$ cat src/rtl/reorder_buffer.sv
// In-order retirement buffer: tags issued instrs, collects writebacks, retires one per cycle,
// drives store-buffer commit/discard and branch redirect. Optional macro: ROB_WB_BYPASS_EN.
module reorder_buffer #(
   parameter  int unsigned ROB_SIZE          = 8,
   parameter  int unsigned STORE_BUFFER_SIZE = 4,
   parameter  int unsigned XLEN              = 32,
   localparam int unsigned IW                = $clog2(ROB_SIZE),
   localparam int unsigned SW                = $clog2(STORE_BUFFER_SIZE)
) (
   input  logic                         clk_i,
   input  logic                         rstn_i,
   input  logic                         alloc_valid_i,
   output logic                         alloc_ready_o,
   output logic [IW-1:0]                alloc_rob_idx_o,
   input  logic [4:0]                   alloc_rd_i,
   input  logic                         alloc_we_i,
   input  logic                         alloc_is_store_i,
   input  logic                         wb_valid_i,
   input  logic [IW-1:0]                wb_rob_idx_i,
   input  logic [XLEN-1:0]              wb_result_i,
   input  logic [SW-1:0]                wb_store_buffer_idx_i,
   input  logic                         wb_branch_taken_i,
   input  logic [XLEN-1:0]              wb_branched_pc_i,
   input  logic [IW-1:0]                check_alive_i,
   output logic                         still_alive_o,
   output logic                         commit_valid_o,
   output logic                         commit_we_o,
   output logic [4:0]                   commit_rd_o,
   output logic [XLEN-1:0]              commit_data_o,
   output logic                         commited_store_buffer_o,
   output logic [SW-1:0]                commited_store_buffer_idx_o,
   output logic [STORE_BUFFER_SIZE-1:0] discard_store_buffer_o,
   output logic                         flush_o,
   output logic [XLEN-1:0]              flush_pc_o
);

   typedef struct packed {
      logic            valid;
      logic            done;
      logic [4:0]      rd;
      logic            we;
      logic            is_store;
      logic [XLEN-1:0] result;
      logic [SW-1:0]   sb_idx;
      logic            br_taken;
      logic [XLEN-1:0] br_pc;
   } entry_t;

   entry_t          rob [ROB_SIZE];
   logic [IW-1:0]   head;
   logic [IW-1:0]   tail;
   logic [IW:0]     count;

   entry_t          head_e;
   logic            hit;
   logic            commit;
   logic            flush;
   logic            alloc_fire;
   logic [XLEN-1:0] c_result;
   logic [SW-1:0]   c_sb_idx;
   logic            c_br_taken;
   logic [XLEN-1:0] c_br_pc;

   // Head retirement; with bypass the head may retire straight from the writeback port
   always_comb begin
      head_e     = rob[head];
      hit        = 1'b0;
      c_result   = head_e.result;
      c_sb_idx   = head_e.sb_idx;
      c_br_taken = head_e.br_taken;
      c_br_pc    = head_e.br_pc;
`ifdef ROB_WB_BYPASS_EN
      hit = head_e.valid && !head_e.done && wb_valid_i && (wb_rob_idx_i == head);
      if (hit) begin
         c_result   = wb_result_i;
         c_sb_idx   = wb_store_buffer_idx_i;
         c_br_taken = wb_branch_taken_i;
         c_br_pc    = wb_branched_pc_i;
      end
`endif
      commit = rstn_i && head_e.valid && (head_e.done || hit);
      flush  = commit && c_br_taken;
   end

   // Younger completed stores already hold a store-buffer slot that must be released
   always_comb begin
      discard_store_buffer_o = '0;
      for (int unsigned i = 0; i < ROB_SIZE; i++) begin
         if (flush && (IW'(i) != head) && rob[i].valid && rob[i].done && rob[i].is_store)
            discard_store_buffer_o[rob[i].sb_idx] = 1'b1;
      end
   end

   assign alloc_ready_o               = (count != (IW+1)'(ROB_SIZE)) && !flush;
   assign alloc_fire                  = alloc_valid_i && alloc_ready_o;
   assign alloc_rob_idx_o             = tail;
   assign still_alive_o               = rob[check_alive_i].valid && !flush;
   assign commit_valid_o              = commit;
   assign commit_we_o                 = commit && head_e.we;
   assign commit_rd_o                 = commit ? head_e.rd : 5'd0;
   assign commit_data_o               = commit ? c_result : '0;
   assign commited_store_buffer_o     = commit && head_e.is_store;
   assign commited_store_buffer_idx_o = (commit && head_e.is_store) ? c_sb_idx : '0;
   assign flush_o                     = flush;
   assign flush_pc_o                  = flush ? c_br_pc : '0;

   always_ff @(posedge clk_i) begin
      if (!rstn_i) begin
         head  <= '0;
         tail  <= '0;
         count <= '0;
         for (int unsigned i = 0; i < ROB_SIZE; i++) rob[i] <= '0;
      end else begin
         if (wb_valid_i && rob[wb_rob_idx_i].valid) begin
            rob[wb_rob_idx_i].done     <= 1'b1;
            rob[wb_rob_idx_i].result   <= wb_result_i;
            rob[wb_rob_idx_i].sb_idx   <= wb_store_buffer_idx_i;
            rob[wb_rob_idx_i].br_taken <= wb_branch_taken_i;
            rob[wb_rob_idx_i].br_pc    <= wb_branched_pc_i;
         end
         if (alloc_fire) begin
            rob[tail].valid    <= 1'b1;
            rob[tail].done     <= 1'b0;
            rob[tail].rd       <= alloc_rd_i;
            rob[tail].we       <= alloc_we_i;
            rob[tail].is_store <= alloc_is_store_i;
            rob[tail].br_taken <= 1'b0;
            tail               <= tail + IW'(1);
         end
         if (commit) begin
            rob[head].valid <= 1'b0;
            head            <= head + IW'(1);
         end
         // Taken branch retires; everything younger is squashed and the buffer empties
         if (flush) begin
            for (int unsigned i = 0; i < ROB_SIZE; i++) rob[i].valid <= 1'b0;
            tail  <= head + IW'(1);
            count <= '0;
         end else if (alloc_fire && !commit) begin
            count <= count + (IW+1)'(1);
         end else if (commit && !alloc_fire) begin
            count <= count - (IW+1)'(1);
         end
      end
   end

endmodule
$ cat config.mk
export PLATFORM = sky130hd
export DESIGN_NAME = reorder_buffer
export DESIGN_NICKNAME = d
export VERILOG_FILES = /design/src/rtl/reorder_buffer.sv
export SDC_FILE = /design/constraint.sdc
export NUM_CORES = 1
export LEC_CHECK = 0
export CAP_MARGIN = 20
export CORE_ASPECT_RATIO = 0.5
export CORE_UTILIZATION = 30
export CTS_CLUSTER_SIZE = 25
export DETAILED_ROUTE_END_ITERATION = 10
export PLACE_DENSITY = 0.48
export SYNTH_ARGS = -nofsm -noshare
export SYNTH_HDL_FRONTEND = slang
export SYNTH_SLANG_ARGS = --single-unit
$ cat constraint.sdc
create_clock -name clk_i -period 4.4 [get_ports clk_i]
set_input_delay 0.44 -clock clk_i [delete_from_list [all_inputs] [get_ports clk_i]]
set_output_delay 0.44 -clock clk_i [all_outputs]
set_load 0.01 [all_outputs]
Yosys cells after proc, flatten, opt, wreduce, memory -nomap -nowiden
Memories as Yosys holds them, arrays and structs flattened. A register that Yosys moved wholly into a read port is not among the register bits.
Cells that the tools add are included.
{"block": "word_totals", "in_bits": 84, "mem_bits_rw": 608, "word_cells": 235, "mem_count": 1, "regBits": 10}
{"block": "op_classes", "eq_ne": 17, "bitwise": 73, "n_addsub": 4, "reduce_logical": 60, "muxes": 61, "n_lt_le_gt_ge": 16}
{"name": "rob", "depth": 8, "width": 76, "read_ports": 11, "rd_clocked_by_memory_dff": 1, "wr": 9, "line_no": "49", "text": "entry_t rob [ROB_SIZE];"}
{"operator": "$mux W76", "count": 2}
{"operator": "$reduce_or A76 Y1", "count": 2}
{"operator": "$mux W32", "count": 2}
{"operator": "$logic_and A1 B1 Y1", "count": 51}
{"operator": "$mux W4", "count": 10}
{"operator": "$mux W1", "count": 29}
{"operator": "$or A4 B4 Y4", "count": 7}
{"operator": "$and A1 B1 Y1", "count": 27}
{"operator": "$eq A3 B3 Y1 const B", "count": 8}
{"operator": "$lt A2 B3 Y1 const B", "count": 8}
{"operator": "$mux W3", "count": 7}
{"operator": "$not A1 Y1", "count": 20}
{"operator": "$demux W1 S2", "count": 8}
{"operator": "$ge A2 B1 Y1 const B", "count": 8}
{"operator": "$ne A3 B3 Y1 const A", "count": 4}
{"operator": "$and A1 B1 Y1 const B", "count": 9}
{"operator": "$or A1 B1 Y1", "count": 8}
{"operator": "$add A3 B1 Y3 const B", "count": 2}
{"operator": "$ne A2 B3 Y1 const A", "count": 2}
{"operator": "$mux W5", "count": 1}
{"operator": "$add A4 B1 Y4 const B", "count": 1}
{"operator": "$mux W2", "count": 2}
{"operator": "$ne A4 B4 Y1 const B", "count": 1}
{"operator": "$reduce_bool A2 Y1", "count": 2}
{"operator": "other kinds (7)", "count": 10}

Longest topological paths before layout
Gate-level depths: netlist of run 1.
{"block": "depth", "depth_word": 22, "depth_mapped": 14, "mapped_depth_nobuf": 13}

Least setup slack after synthesis of run 1
Ideal clock, no wire load.
{"block": "synth_path", "path_kind": "input to register", "startpoint": "input rstn_i", "endpoint": "memory rob[3][0] (netlist name), enable pin", "arrival_ns": 3.040, "setup_slack_ns": 0.925, "stages": 4, "setup_time_ns": 0.435, "t_required_ns": 3.965, "n_path_buf": 1, "cell_sequence": "nand2_1 nor4b_2 clkbuf_1 nand2b_1"}
{"element": "from (decl)", "line_no": "11", "text": "input logic rstn_i,"}
{"element": "to (decl)", "line_no": "49"}

==> reports/results.tsv, run 1 <==
stage	metric	value	unit
floorplan	core	0.0937	mm2
global_route	track_usage	16.9	%
worst_setup_path	reg2reg_setup_slack	1100	ps
power_and_ir_drop	seqPwrFrac	52.3	%
timing	maxSlewViolCount	0	
routing	drt_pass1_iterations	5	
logic_synthesis	yosys_warnings	0	
placement	numPlacedInstances	3257	
routing	dr.first_iter.drc_count	1229	
logic_synthesis	synth-seq-cells	621	
clock_tree	path_clk_slew	60	ps
worst_setup_path	critPathTopFamily	buffers and inverters	
finish	final_nets	2165	
logic_synthesis	postSynthNetCount	2006	
clock_tree	cts_buffers	66	
power_and_ir_drop	internal_power	0.0100	W
power_and_ir_drop	power	0.0129	W
worst_setup_path	end_kind	output pin	
clock_tree	ctsResizeCount	0	
clock_tree	cts_tree	done	
hold_path	whs_endpoint	head[0]	
routing	drc	0	
timing	maxSlewHeadroom	29.4	%
floorplan	boundaryPins	168	
routing	num_vias	16265	
worst_setup_path	cpPeakStageDelay	490	ps
timing	worst_slack	361	ps
logic_synthesis	async_flop_share	0	%
worst_setup_path	critical_path_required	3960	ps
timing	rsz0062_at_grt	false	
global_route	grt_remaining_overflow	0	
logic_synthesis	syn_inst	1911	
hold_path	worstHoldPathType	input pin to register	
finish	final_common_cell	edfxtp_1	
timing	min_period_over_period	91.8	%
floorplan	placementRows	79	
logic_synthesis	synth_edf_count	584	
finish	final_cell_mix	edfxtp_1 (584), and2_1 (530), clkdlybuf4s50_1 (166)	
logic_synthesis	ys.flop_type	edfxtp_1	
worst_setup_path	r2r_cells	14	
finish	drive_above_1_share	15.9	%
routing	drt-total-wl	81600	um
logic_synthesis	syn_area	0.0286	mm2
placement	io_buffers	167	
clock_tree	clk_latency	620	ps
power_and_ir_drop	p_per_area	380	mW/mm2
worst_setup_path	criticalPathCategory	register to output pin	
clock_tree	post_cts_buffers	0	
timing	finClkSkew	17.7	ps
worst_setup_path	critical_path.cell_chain	buf_4 > mux4_2 > mux2i_4 > buf_4 > inv_2 > nand2_2 > buf_4 > nor2_1 > clkdlybuf4s50_1	
power_and_ir_drop	netSwitchingPower	0.00290	W
global_route	grt_start_max_net_pins	130	
clock_tree	cts-root-buf	clkbuf_16	
finish	n_fill_cell	8852	
run_status	outcome	complete, no violations	
logic_synthesis	netlist-cell-type-count	62	
worst_setup_path	startpoint_type	register	
clock_tree	cts.sinks	621	
finish	fin_cells	3375	
logic_synthesis	synth_seq_area_share	63.9	%
floorplan	die_w	439	um
floorplan	fp.dieArea	0.0967	mm2
clock_tree	htreeDepth	3	
placement	dpl.hpwl	44400	um
hold_path	min_path_cells	2	
routing	drt.antenna.violating_nets	0	
routing	wire_per_inst	24.2	um
routing	viasPerCell	4.82	
clock_tree	hold_buffers	0	
timing	setup_viol_count_final	0	
finish	syn2layout_area_growth	19.1	%
power_and_ir_drop	swShare	22.4	%
power_and_ir_drop	p_leak	11.6	nW
global_route	grt_pass1_vias	16812	
timing	final.setup.tns	0	ps
floorplan	die_h	220	um
worst_setup_path	slowest_stage	clkdlybuf4s50_1	
hold_path	min_from	rstn_i	
timing	hold_violations	0	
flow_run	max_cap_viol_count	0	
floorplan	start_util	30.5	%
worst_setup_path	path_buf_inv	5	
placement	gp_congestion	0.812	
placement	pre_cts_ws	939	ps
logic_synthesis	avgSynthCellArea	15.0	um2
power_and_ir_drop	clock_power_share	42.1	%
global_route	grt_pass1_wl	119000	um
power_and_ir_drop	peakVddDrop	0.000239	V
timing	post-route-min-period	4040	ps
timing	worst_pin_slew	1060	ps
worst_setup_path	r2r_end	count[3]	
worst_setup_path	cp_common_cell	buf_4	
global_route	antenna_found_initial	3	
worst_setup_path	cp.arrival	3600	ps
worst_setup_path	crit_fanout	18	
power_and_ir_drop	p_comb_share	5.6	%
timing	clock.fmax	0.248	GHz
clock_tree	clk_path_buf_depth	3	
[synthesized netlist by cell type, drive strengths merged, types with 2 or more instances]
master | count | share of area [%]
ha | 10 | 0.44
nand4b | 2 | 0.061
mux4 | 152 | 12
nor4 | 3 | 0.13
nand3 | 12 | 0.21
nor3b | 4 | 0.10
nand3b | 2 | 0.052
a211oi | 4 | 0.10
inv | 15 | 0.20
nand2 | 39 | 0.52
and3 | 12 | 0.26
dfxtp | 37 | 2.6
a31oi | 8 | 0.17
xnor2 | 5 | 0.15
nor2b | 9 | 0.20
o41ai | 2 | 0.088
and4b | 2 | 0.070
edfxtp | 584 | 61
o22a | 2 | 0.061
nor2 | 135 | 1.8
nand4 | 4 | 0.087
a21o | 3 | 0.079
buf | 43 | 0.86
o211a | 2 | 0.070
nand2b | 16 | 0.35
a21oi | 45 | 0.81
o211ai | 6 | 0.26
nor3 | 27 | 0.51
o31ai | 4 | 0.10
and2 | 530 | 12
o21ai | 7 | 0.14
nor4b | 5 | 0.24
clkbuf | 87 | 1.1
mux2i | 75 | 2.7
a311oi | 4 | 0.17
[worst max path at each step]
stage               slack [ps]  depth (start not counted)      from              to
floorplan                  920                          4    rstn_i       rob[3][0]
global placement           980                          9  register  flush_pc_o[17]
detailed placement         940                          9  register  flush_pc_o[17]
CTS                        260                          9  register  flush_pc_o[17]
global route               210                          9  register  flush_pc_o[27]
finish                     360                          9  register  flush_pc_o[17]
[registers in the layout (all words and copies together), names as in the netlist, named ones only]
| signal | count |
|---|---|
| head | 3 |
| alloc_rob_idx_o | 3 |
| count | 4 |
| rob | 608 |
[cell families (layout without fill, tap and decap cells)]
logic type	Yosys count	after routing	share of synthesized area, %
and+or+nand+nor	805	805	16.2
DFF	621	621	63.9
muxes	227	227	14.6
buffers and inverters	146	353	2.22
AOI/OAI and AO/OA	95	95	2.31
adders and majority gates	11	11	0.507
xor gates and xnor gates	6	6	0.184
other	0	2	0
[area by class of cell]
type / count / area [um2] / area share, %
Antenna cell: 2 / 5.00 / 0.0147
Clock buffer: 85 / 1770 / 5.21
Clock inverter: 31 / 282 / 0.826
Inverter: 16 / 61.3 / 0.180
Multi-Input combinational cell: 1144 / 9830 / 28.8
Sequential cell: 621 / 18300 / 53.7
Tap cell: 1255 / 1570 / 4.61
Timing Repair Buffer: 221 / 2270 / 6.67
[metal layers]
layer | track usage [%] | part of all wire [%] | wire, um | vias up
li1 | - | - | - | 7384
met1 | 22.9 | 46 | 37300 | 8470
met2 | 28.7 | 49 | 40100 | 315
met3 | 2.54 | 3.6 | 2920 | 92
met4 | 3.58 | 1.5 | 1240 | 4
met5 | 0 | 0.038 | 31 | -
[worst register-to-register path, delay by kind of cell, from the launching register on]
kind | cells | cell delay (ps)
xor+xnor | 1 | 90
mux | 2 | 520
flops | 1 | 400
simple gates | 1 | 310
fa+ha+maj | 2 | 480
compound gates | 4 | 650
buf+inv | 4 | 750
[power by group through the flow]
stage                     Sequential [W]  Combinational, W  Clock, W
final                            0.00677          0.000727   0.00546
after global routing             0.00679          0.000788   0.00580
after CTS                        0.00677          0.000745   0.00558
after detailed placement         0.00689          0.000745         0
after global placement           0.00689          0.000743         0
after floorplan                  0.00686          0.000370         0
[through the flow]
stage	hold WS, ps	utilization [%]	area, um2
floorplan	452	-	28600
global placement	483	34.2	32000
detailed placement	484	34.2	32000
CTS	278	36.4	34100
global route	297	36.4	34100
finish	312	36.4	34100
(Power assumes the default switching activity.)
==> run 2, diff against run 1 <==
REMOVE_ABC_BUFFERS = 1   (was unset)
==> run 2 against run 1 <==
  * Combinational power fell by 1%
  * Non-clock buffer count shrank 8
  * Design area decreased by 0.65%
  * First-iteration DRC count fell by 16%
  * Critical path depth down 1
  * Global-route usage shrank 0.58 points
  * Sequential share of layout area grew 0.35 points
  * Routed wire length down 3.0%
  * Largest power group unchanged
  * Count of clock-buffer cells in the layout down 16
==> reports/results.tsv, run 2 (same netlist as run 1, synthesis figures left out) <==
stage	metric	value	unit
run_status	outcome	complete, no violations	
clock_tree	post_cts_buffers	0	
power_and_ir_drop	p_per_area	376	mW/mm2
worst_setup_path	cpPeakStageDelay	590	ps
finish	reg_top3	rob x608, count x4	
worst_setup_path	critical_path_required	3960	ps
floorplan	die_h	220	um
worst_setup_path	end_kind	output pin	
routing	viasPerCell	4.79	
floorplan	placementRows	79	
timing	min_period_over_period	95.3	%
timing	clock.fmax	0.238	GHz
routing	drt-total-wl	79100	um
clock_tree	path_clk_slew	70	ps
finish	fin_area	0.0339	mm2
finish	final_common_cell	edfxtp_1	
routing	drt_pass1_iterations	5	
finish	top_register	rob	
timing	finClkSkew	16.6	ps
timing	final.setup.tns	0	ps
power_and_ir_drop	p_leak	11.5	nW
finish	syn2layout_area_growth	18.4	%
worst_setup_path	criticalPathCategory	register to output pin	
timing	worst_slack	207	ps
finish	final_cell_mix	edfxtp_1 (584), and2_1 (530), clkdlybuf4s50_1 (166)	
clock_tree	cts_buffers	59	
placement	io_buffers	167	
finish	drive_above_1_share	15.6	%
routing	drc	0	
global_route	grt_remaining_overflow	0	
floorplan	start_util	30.5	%
placement	pre_cts_ws	608	ps
clock_tree	cts.sinks	621	
worst_setup_path	cp.arrival	3750	ps
worst_setup_path	r2r_cells	7	
global_route	grt_pass1_wl	116000	um
placement	gp_congestion	0.829	
routing	num_vias	16064	
global_route	grt_pass1_vias	16418	
worst_setup_path	r2r_end	rob[2][68]	
clock_tree	clk_latency	650	ps
finish	n_fill_cell	8903	
timing	setup_viol_count_final	0	
worst_setup_path	slowest_stage	dfxtp_4	
worst_setup_path	critical_path.cell_chain	mux4_2 > o22a_4 > clkinv_2 > nand2_2 > buf_6 > inv_2 > nor2_1 > clkdlybuf4s50_1	
power_and_ir_drop	peakVddDrop	0.000315	V
routing	dr.first_iter.drc_count	1029	
clock_tree	cts-root-buf	clkbuf_16	
placement	placed_cell_area	0.0319	mm2
timing	rsz0062_at_grt	false	
global_route	antenna_found_initial	3	
global_route	grt_start_max_net_pins	117	
clock_tree	ctsResizeCount	1	
floorplan	die_w	439	um
clock_tree	hold_buffers	0	
worst_setup_path	crit_fanout	39	
timing	maxSlewHeadroom	23.1	%
timing	hold_violations	0	
global_route	track_usage	16.3	%
floorplan	fp.dieArea	0.0967	mm2
clock_tree	cts_tree	done	
hold_path	worstHoldPathType	register to register	
floorplan	boundaryPins	168	
placement	dpl.hpwl	42200	um
worst_setup_path	endpoint	still_alive_o	
finish	final_nets	2150	
timing	post-route-min-period	4190	ps
worst_setup_path	startpoint_type	register	
clock_tree	clk_path_buf_depth	3	
flow_run	max_cap_viol_count	0	
finish	largest_reg_flops	608	
floorplan	core	0.0937	mm2
timing	worst_pin_slew	1150	ps
timing	maxSlewViolCount	0	
worst_setup_path	reg2reg_setup_slack	840	ps
routing	wire_per_inst	23.6	um
clock_tree	htreeDepth	2	
routing	drt.antenna.violating_nets	0	
run 2: cell types whose count changed in the layout (fill, tap and decap cells not counted), moves of 2 or more:
cell,delta
clkinv_2,+9
clkbuf_16,-8
clkinv_1,-6
buf_4,-5
clkbuf_1,-5
buf_12,-4
bufinv_16,+4
clkbuf_8,-3
inv_6,-3
clkinv_16,+2
clkinv_8,-2
run 2: power breakdown:
part | leakage, nW | switching [W] | internal (W)
clock network | 0.951 | 0.00233 | 0.00293
logic | 4.21 | 0.000435 | 0.000282
registers | 6.34 | 0.0000986 | 0.00667
run 2: metrics by stage:
| stage | hold WS [ps] | utilization (%) | cells | total power, W |
|---|---|---|---|---|
| after global routing | 526 | 36.1 | 3354 | 0.0132 |
| after global placement | 467 | 34.1 | 3249 | 0.00762 |
| after detailed placement | 474 | 34.1 | 3249 | 0.00762 |
| after floorplan | 454 | - | 1781 | 0.00722 |
| final | 482 | 36.1 | 3354 | 0.0127 |
| after CTS | 484 | 36.1 | 3353 | 0.0129 |
run 2: final cells by class:
type | instances | area (um2) | area share (%)
timing repair buffer | 213 | 2170 | 6.40
multi-input combinational | 1144 | 9830 | 29.0
clock inverter | 35 | 425 | 1.26
tap | 1255 | 1570 | 4.64
sequential | 621 | 18300 | 54.0
clock buffer | 69 | 1510 | 4.47
antenna | 1 | 2.50 | 0.00739
inverter | 16 | 61.3 | 0.181
run 2: layer usage:
layer	vias up	track usage [%]	wire length, um
li1	7352	-	-
met1	8281	22.5	36200
met2	322	27.2	38300
met3	105	2.25	2950
met4	4	4.03	1620
met5	-	0	21
run 2: worst min path at each step:
stage	depth (start not counted)	end	from
floorplan	2	count[3]	count[3]
global placement	2	count[3]	count[3]
detailed placement	2	count[3]	count[3]
CTS	2	count[3]	count[3]
global route	3	alloc_rob_idx_o[0]	rstn_i
finish	2	count[3]	count[3]
run 2: critical path: cells and delay by family (launching register included):
family | cells | cell delay (ps)
buffers and inverters | 4 | 1410
AND/OR/NAND/NOR | 2 | 360
flip-flops | 1 | 590
AO/OA/AOI/OAI | 1 | 410
multiplexers | 1 | 300
